<file path="src/rtl/keypad_scanner_if.sv">
// Keypad and consumer signal bundle for keypad_scanner: column drive, row sense and key handshake.
interface keypad_scanner_if;
  logic [3:0] row;
  logic [3:0] col;
  logic [3:0] key_code;
  logic       key_valid;
  logic       key_ready;
  logic       key_drop;

  modport master (
    input  row,
    input  key_ready,
    output col,
    output key_code,
    output key_valid,
    output key_drop
  );

  modport slave (
    output row,
    output key_ready,
    input  col,
    input  key_code,
    input  key_valid,
    input  key_drop
  );
endinterface

</file>
<file path="src/rtl/keypad_scanner.sv">
// 4x4 keypad column scanner with press/release debounce and a valid/ready key output register.
// Optional auto-repeat while a key is held is enabled by defining KEYPAD_REPEAT_EN.
module keypad_scanner #(
  parameter int COLS            = 4,
  parameter int ROWS            = 4,
  parameter int SCAN_DIV        = 4,
  parameter int DEBOUNCE_CYCLES = 8,
  parameter int REPEAT_CYCLES   = 64
) (
  input  logic        clk,
  input  logic        reset,
  keypad_scanner_if.master kp
);

  localparam int DW = $clog2(DEBOUNCE_CYCLES + 1);
  localparam int VW = $clog2(SCAN_DIV);
  localparam logic [DW-1:0] DEB_MAX  = DW'(DEBOUNCE_CYCLES);
  localparam logic [VW-1:0] DIV_LAST = VW'(SCAN_DIV - 1);

  generate
    if (COLS != 4 || ROWS != 4 || SCAN_DIV < 2 || DEBOUNCE_CYCLES < 1 || REPEAT_CYCLES < 1) begin : g_bad_params
      $error("keypad_scanner: unsupported parameter set");
    end
  endgenerate

  typedef enum logic [1:0] {SCAN, DEB_PRESS, HELD, DEB_REL} state_t;

  state_t          state_reg, state_next;
  logic [3:0]      col_reg, col_next;
  logic [VW-1:0]   div_reg, div_next;
  logic [DW-1:0]   deb_reg, deb_next;
  logic [1:0]      cidx_reg, cidx_next;
  logic [1:0]      ridx_reg, ridx_next;
  logic [3:0]      code_reg, code_next;
  logic            valid_reg, valid_next;
  logic            drop_reg, drop_next;
  logic            load_req;
  logic            row_hit;
  logic [3:0]      col_rot;
  logic [3:0]      load_code;

`ifdef KEYPAD_REPEAT_EN
  localparam int RW = (REPEAT_CYCLES > 1) ? $clog2(REPEAT_CYCLES) : 1;
  localparam logic [RW-1:0] REP_LAST = RW'(REPEAT_CYCLES - 1);
  logic [RW-1:0]   rep_reg, rep_next;
`endif

  function automatic logic [1:0] onehot_idx(input logic [3:0] v);
    logic [1:0] idx;
    idx = 2'd0;
    for (int i = 3; i >= 0; i--) begin
      if (v[i]) idx = 2'(i);
    end
    return idx;
  endfunction

  assign row_hit   = kp.row[ridx_reg];
  assign col_rot   = {col_reg[2:0], col_reg[3]};
  // Row r at the top of the pad maps to code group 3-r, which is simply ~r in two bits.
  assign load_code = {~ridx_reg, cidx_reg};

  always_comb begin
    state_next = state_reg;
    col_next   = col_reg;
    div_next   = div_reg;
    deb_next   = deb_reg;
    cidx_next  = cidx_reg;
    ridx_next  = ridx_reg;
    code_next  = code_reg;
    valid_next = valid_reg;
    drop_next  = drop_reg;
    load_req   = 1'b0;
`ifdef KEYPAD_REPEAT_EN
    rep_next   = rep_reg;
`endif

    case (state_reg)
      SCAN: begin
        if (div_reg == DIV_LAST) begin
          div_next = '0;
          if (kp.row == 4'b0000) begin
            col_next = col_rot;
          end else begin
            cidx_next  = onehot_idx(col_reg);
            ridx_next  = onehot_idx(kp.row);
            deb_next   = DW'(1);
            state_next = DEB_PRESS;
          end
        end else begin
          div_next = div_reg + VW'(1);
        end
      end
      DEB_PRESS: begin
        if (row_hit) begin
          if (deb_reg == DEB_MAX) begin
            load_req   = 1'b1;
            state_next = HELD;
`ifdef KEYPAD_REPEAT_EN
            rep_next   = '0;
`endif
          end else begin
            deb_next = deb_reg + DW'(1);
          end
        end else begin
          state_next = SCAN;
          col_next   = col_rot;
          div_next   = '0;
        end
      end
      HELD: begin
        if (!row_hit) begin
          state_next = DEB_REL;
          deb_next   = DW'(1);
`ifdef KEYPAD_REPEAT_EN
          rep_next   = '0;
`endif
        end
`ifdef KEYPAD_REPEAT_EN
        else if (rep_reg == REP_LAST) begin
          load_req = 1'b1;
          rep_next = '0;
        end else begin
          rep_next = rep_reg + RW'(1);
        end
`endif
      end
      DEB_REL: begin
        if (row_hit) begin
          state_next = HELD;
        end else if (deb_reg == DEB_MAX) begin
          state_next = SCAN;
          col_next   = col_rot;
          div_next   = '0;
        end else begin
          deb_next = deb_reg + DW'(1);
        end
      end
      default: state_next = SCAN;
    endcase

    // A load is allowed when the register is empty or being emptied this same cycle.
    if (load_req) begin
      if (!valid_reg || kp.key_ready) begin
        code_next  = load_code;
        valid_next = 1'b1;
      end else begin
        drop_next = 1'b1;
      end
    end else if (valid_reg && kp.key_ready) begin
      valid_next = 1'b0;
    end
  end

  always_ff @(posedge clk) begin
    if (reset) begin
      state_reg <= SCAN;
      col_reg   <= 4'b0001;
      div_reg   <= '0;
      deb_reg   <= '0;
      cidx_reg  <= '0;
      ridx_reg  <= '0;
      code_reg  <= '0;
      valid_reg <= 1'b0;
      drop_reg  <= 1'b0;
`ifdef KEYPAD_REPEAT_EN
      rep_reg   <= '0;
`endif
    end else begin
      state_reg <= state_next;
      col_reg   <= col_next;
      div_reg   <= div_next;
      deb_reg   <= deb_next;
      cidx_reg  <= cidx_next;
      ridx_reg  <= ridx_next;
      code_reg  <= code_next;
      valid_reg <= valid_next;
      drop_reg  <= drop_next;
`ifdef KEYPAD_REPEAT_EN
      rep_reg   <= rep_next;
`endif
    end
  end

  assign kp.col       = col_reg;
  assign kp.key_code  = code_reg;
  assign kp.key_valid = valid_reg;
  assign kp.key_drop  = drop_reg;

endmodule

</file>
<file path="src/flat_wrapper.sv">
// flat-port wrapper written by rule: the top's interface ports become plain ports
module keypad_scanner_flat 
#(
  parameter int COLS            = 4,
  parameter int ROWS            = 4,
  parameter int SCAN_DIV        = 4,
  parameter int DEBOUNCE_CYCLES = 8,
  parameter int REPEAT_CYCLES   = 64
)
  (clk, reset, kp_row, kp_key_ready, kp_col, kp_key_code, kp_key_valid, kp_key_drop);
  keypad_scanner_if kp_i ();
  input  logic clk;
  input  logic reset;
  input wire logic [$bits(kp_i.row)-1:0] kp_row;
  input wire logic [$bits(kp_i.key_ready)-1:0] kp_key_ready;
  output wire logic [$bits(kp_i.col)-1:0] kp_col;
  output wire logic [$bits(kp_i.key_code)-1:0] kp_key_code;
  output wire logic [$bits(kp_i.key_valid)-1:0] kp_key_valid;
  output wire logic [$bits(kp_i.key_drop)-1:0] kp_key_drop;
  assign kp_i.row = kp_row;
  assign kp_i.key_ready = kp_key_ready;
  assign kp_col = kp_i.col;
  assign kp_key_code = kp_i.key_code;
  assign kp_key_valid = kp_i.key_valid;
  assign kp_key_drop = kp_i.key_drop;
  keypad_scanner #(.COLS(COLS), .ROWS(ROWS), .SCAN_DIV(SCAN_DIV), .DEBOUNCE_CYCLES(DEBOUNCE_CYCLES), .REPEAT_CYCLES(REPEAT_CYCLES)) u_core (.clk(clk), .reset(reset), .kp(kp_i));
endmodule
</file>
<file path="config.mk">
export PLATFORM = sky130hd
export DESIGN_NAME = keypad_scanner_flat
export DESIGN_NICKNAME = d
export VERILOG_FILES = /design/src/rtl/keypad_scanner_if.sv /design/src/rtl/keypad_scanner.sv /design/src/flat_wrapper.sv
export SDC_FILE = /design/constraint.sdc
export NUM_CORES = 1
export LEC_CHECK = 0
export ABC_CLOCK_PERIOD_IN_PS = 2100
export CORE_AREA = 2 2 58 60
export CTS_CLUSTER_SIZE = 40
export DETAILED_ROUTE_END_ITERATION = 8
export DIE_AREA = 0 0 60 62
export GPL_TIMING_DRIVEN = 0
export PLACE_DENSITY = 0.62
export SYNTH_ARGS = -nofsm -noshare
export SYNTH_HDL_FRONTEND = slang
export SYNTH_SLANG_ARGS = --single-unit
export TNS_END_PERCENT = 1
</file>
<file path="constraint.sdc">
create_clock -name clk -period 2.1 [get_ports clk]
set_input_delay 0.63 -clock clk [delete_from_list [all_inputs] [get_ports clk]]
set_output_delay 0.63 -clock clk [all_outputs]
set_load 0.03 [all_outputs]
</file>
# Word level (Yosys, flattened, before mapping)
# Index checks and enable logic that the tools add are counted.
# totals
out_inout_bits	10
ff_bits	22
inputBits	7
wordCells	87
# op_classes
addsub	2
eq_ne	16
n_mux	41
n_reduce_logical	15
n_bitwise	3
order_cmp	1
# ops
op	count
two-way mux 4 bit	11
two-way mux 2 bit	18
case mux 4 bit (4 select lines)	1
case mux 4 bit (3 select lines)	1
!= test 2 bit, second input constant	5
AND reduction 5 bit	2
!= test 2 x 1 -> 1 bit, second input constant	4
case mux 2 bit (4 select lines)	1
two-way mux 1 bit	7
== test 2 bit, second input constant	3
case mux 2 bit (3 select lines)	1
AND reduction 2 bit	3
AND reduction 6 bit	1
adder 4 x 1 -> 4 bit, second input constant	1
== test 4 bit, second input constant	1
zero test 4 bit	1
AND reduction 4 bit	1
< comparator 2 x 3 -> 1 bit, second input constant	1
!= test 3 x 1 -> 1 bit, second input constant	1
!= test 3 bit, second input constant	1
AND reduction 3 bit	1
nonzero test 3 bit	1
adder 2 x 1 -> 2 bit, second input constant	1
binary-select mux 1 bit (select 2 bit)	1
other kinds (8)	9

# Longest topological paths before layout
# depth
ltp_word	6
ltp_mapped	7
mapped_depth_nobuf	6

# Worst setup path after synthesis
# No wires, ideal clock.
# synth_timing
path_type	in2reg
startpoint	input port kp_row[3]
endpoint	register u_core.deb_reg[0]
t_arrival_ns	1.893
n_path_buf	0
path_stages	4
setup_ns	0.066
setup_slack_ns	0.141
cell_sequence	mux4_2 -> a221o_1 -> a41o_1 -> a21oi_2
# synth_via
elab_chain_len	4
# synth_rtl
item	line	rtl
start, declared	flat_wrapper.sv:14	input wire logic [$bits(kp_i.row)-1:0] kp_row;
binary-select mux 1 bit (select 2 bit)	keypad_scanner.sv:57	assign row_hit = kp.row[ridx_reg];
two-way mux 1 bit (not written as such)	keypad_scanner.sv:57	
!= test 2 bit (no source line) / != test 2 x 1 -> 1 bit (equally long branches)	--	
AND reduction 5 bit (no source line) (*)	--	
end signal, assigned	keypad_scanner.sv:172	deb_reg <= deb_next;
end, declared	keypad_scanner.sv:31	logic [DW-1:0] deb_reg, deb_next;
# Mark *: on every way between the ends. The rest lies on a longest branch, timed or not. The select of a mux whose other input is x is not followed.
# A chain may end at the register's enable or synchronous reset.

# Final worst setup path
# layout_timing
startpoint	register u_core.col_reg[0] (netlist: u_core.kp.col[0])
endpoint	output port kp_col[0]
# layout_lines
item	line	rtl
start, declared	keypad_scanner.sv:29	logic [3:0] col_reg, col_next;
start signal, assigned	keypad_scanner.sv:170	col_reg <= col_next;
end, declared	flat_wrapper.sv:16	output wire logic [$bits(kp_i.col)-1:0] kp_col;
# No word-level cell between the ends.

==> impl_metrics.json <==
{
  "drtIter0Drc": 18,
  "drc": 0,
  "grt_pass1_vias": 839,
  "end_kind": "output pin",
  "power_density_nw_per_um2": 575,
  "start_kind": "flop",
  "grt_overflow": 0,
  "area_growth_pct": 25.2,
  "dp.cells": 179,
  "peakVddDrop_uv": 325,
  "layout_worst_path_cycle_share_pct": 97.0,
  "worstPathArrival_ns": 1.41,
  "drive_above_1_share_pct": 13.7,
  "synth_top_area_cell": "dfxtp_1",
  "r2r_slack_ns": 0.26,
  "synthCells": 118,
  "synth_fp_nets": 128,
  "ys.warnings.count": 0,
  "slowest_delay_ns": 0.70,
  "relSlewSlack_pct": 61.7,
  "drv_slew": 0,
  "globalplace.congestion": 0.738,
  "final_cell_mix": "22 x dfxtp_1, 15 x nor2_1, 12 x nand2_1, 11 x a21oi_1, 10 x clkdlybuf4s50_1",
  "worstSetupPathType": "reg -> out",
  "cts_buffers": 3,
  "worstPathMaxFanout": 5,
  "tightestPinTransition_ns": 0.569,
  "die-area_um2": 3720,
  "synthMuxAreaShare_pct": 10.8,
  "final_area_um2": 1310,
  "crit_buf_inv": 1,
  "status": "complete, no violations",
  "cp_top_family": "buffers and inverters",
  "synth_compound_gate_area_share_pct": 17.2,
  "grt_start_max_net_pins": 12,
  "layout.nets": 151,
  "seq_area_frac_synth_pct": 42.3,
  "num_vias": 913,
  "ff2ff_path_depth": 6,
  "holdPathStages": 2,
  "floorplan.initialDensity_pct": 32.8,
  "r2r_end": "u_core.kp.key_code[1]",
  "r2r-start": "u_core.state_reg[0]",
  "first_pass_iters": 4,
  "yosys.area_share.simple_pct": 21.5,
  "placementRows": 21,
  "cts_hold_buf": 0,
  "synth_adder_area_share_pct": 3.60,
  "max_freq_ghz": 0.491,
  "dp_slack_ns": -0.551,
  "fin_cells": 185,
  "holdPathEnd": "u_core.kp.key_drop",
  "cts.sinks": 22,
  "grt_setup_unrepaired": "false",
  "synth_top_family_by_area": "simple AND/OR/NAND/NOR gates",
  "hp-class": "reg -> reg",
  "hold_viol": 0,
  "grt_pass1_wl_um": 3710,
  "via_per_inst": 4.94,
  "grt_antenna_before_repair": 0,
  "finalSetupViolations": 0,
  "dieHeight_um": 62,
  "core_area_um2": 3180,
  "worstPathCellList": "clkdlybuf4s50_1",
  "boundaryPins": 17,
  "cts.path.max_buffers": 2,
  "ys_top_cells_by_area": "dfxtp_1 42%, mux2i_1 8.6%, nor2_1 5.4%",
  "insertedDiodeCount": 0,
  "min_from": "u_core.kp.key_drop",
  "port_buffers": 15,
  "cts_root_buf": "clkbuf_4",
  "mostFrequentLayoutCell": "dfxtp_1",
  "drt-wirelength-per-cell_um": 11.7,
  "htree_levels": 1,
  "clkLatencyLatePin_ns": 0.30,
  "synth_top_area_share_pct": 42.3,
  "worst_hold_slack_ns": 0.469,
  "dp_hpwl_um": 1640,
  "ant_nets": 0,
  "worst_slack_ns": 0.0634,
  "yosys.area_share.xor_xnor_pct": 0,
  "fin_skew_ns": 0.00911,
  "drt-total-wl_um": 2170,
  "clk_pin_slew_worst_paths_ns": 0.12,
  "cellLeakagePower_nw": 0.528,
  "cap_viol_max_count": 0,
  "track_usage_pct": 13.3,
  "synth_seq_cells": 22,
  "dpl_cell_area_um2": 1250,
  "required_ns": 1.47,
  "slowest_stage": "clkdlybuf4s50_1",
  "syn_area_um2": 1040,
  "synth.distinct_cells": 30,
  "fin_crit_ns": 2.04,
  "tritoncts": "done",
  "avgSynthCellArea_um2": 8.83,
  "die_w_um": 60
}
==> worst min-delay path, delay by kind of cell, from the launching register on <==
family,cells,cell delay [ns]
compound gates,1,0.05
flops,1,0.33
simple gates,1,0.05
==> synthesized netlist by cell type <==
cell type,n
a211oi_1,2
a21oi_1,11
a21oi_2,1
a221o_1,1
a22o_2,1
a22oi_1,1
a41o_1,1
and4_2,1
and4b_1,1
buf_2,3
clkbuf_1,3
dfxtp_1,22
ha_1,3
inv_1,6
mux2i_1,9
mux4_2,1
nand2_1,13
nand2b_1,4
nand3_1,3
nand4b_1,1
nor2_1,15
nor2b_1,1
nor4_1,2
o211ai_1,1
o21ai_0,3
o221a_2,2
o22a_2,1
o31ai_1,1
or3b_1,1
or4_1,3
==> cells by family (layout without fill, tap and decap cells) <==
| logic type | after synthesis | in the layout |
|---|---|---|
| AND/OR/NAND/NOR | 45 | 45 |
| AO/OA/AOI/OAI | 26 | 26 |
| flip-flops | 22 | 22 |
| buffers and inverters | 12 | 33 |
| multiplexers | 10 | 10 |
| adder cells (fa/ha/maj) | 3 | 3 |
==> metrics by stage <==
stage / TNS [ns] / power [W] / utilization (%)
2_1_floorplan: 0 / 0.000529 / -
3_3_place_gp: -5.08 / 0.000560 / 39.3
3_5_place_dp: -6.05 / 0.000565 / 39.3
4_1_cts: 0 / 0.000762 / 41.0
5_1_grt: 0 / 0.000789 / 41.0
6_report: 0 / 0.000751 / 41.0
==> layer usage <==
layer  vias up  track usage [%]  share of wire, %
li1        467                -                 -
met1       428             15.4                45
met2        16             24.1                50
met3         2             4.35               3.9
met4         0             2.86              0.60
met5         -                0                 0
==> worst max path at each step <==
stage / from / endpoint / depth (start not counted)
after floorplan: kp_row[3] / u_core.deb_reg[0] / 4
after global placement: kp_row[3] / u_core.deb_reg[0] / 5
after detailed placement: kp_row[0] / u_core.deb_reg[1] / 5
after CTS: u_core.kp.col[0] / kp_col[0] / 1
after global routing: u_core.kp.col[0] / kp_col[0] / 1
final: u_core.kp.col[0] / kp_col[0] / 1
==> power by group <==
| group | internal, W | leakage [nW] | switching [W] | total (W) |
|---|---|---|---|---|
| registers | 0.000432 | 0.178 | 0.0000115 | 0.000444 |
| logic | 0.0000547 | 0.336 | 0.0000641 | 0.000119 |
| clock network | 0.0000669 | 0.0138 | 0.000121 | 0.000188 |
==> layout make-up <==
type | count | area [um2]
sequential | 22 | 440
fill | 329 | 1870
inverter | 6 | 22.5
tap | 46 | 57.6
multi-input combinational | 84 | 566
timing repair buffer | 18 | 170
clock buffer | 3 | 22.5
buffer | 6 | 26.3
==> what timing repair did <==
| item | in CTS | in global routing |
|---|---|---|
| buffers inserted | 3 | 0 |
| endpoints found under the setup margin | 9 | 1 |
| pin swaps | 1 | 0 |
| resized for setup | 7 | 1 |
| endpoints found under the hold margin | 0 | 0 |
Note: power is estimated with default switching activity, not from simulation.
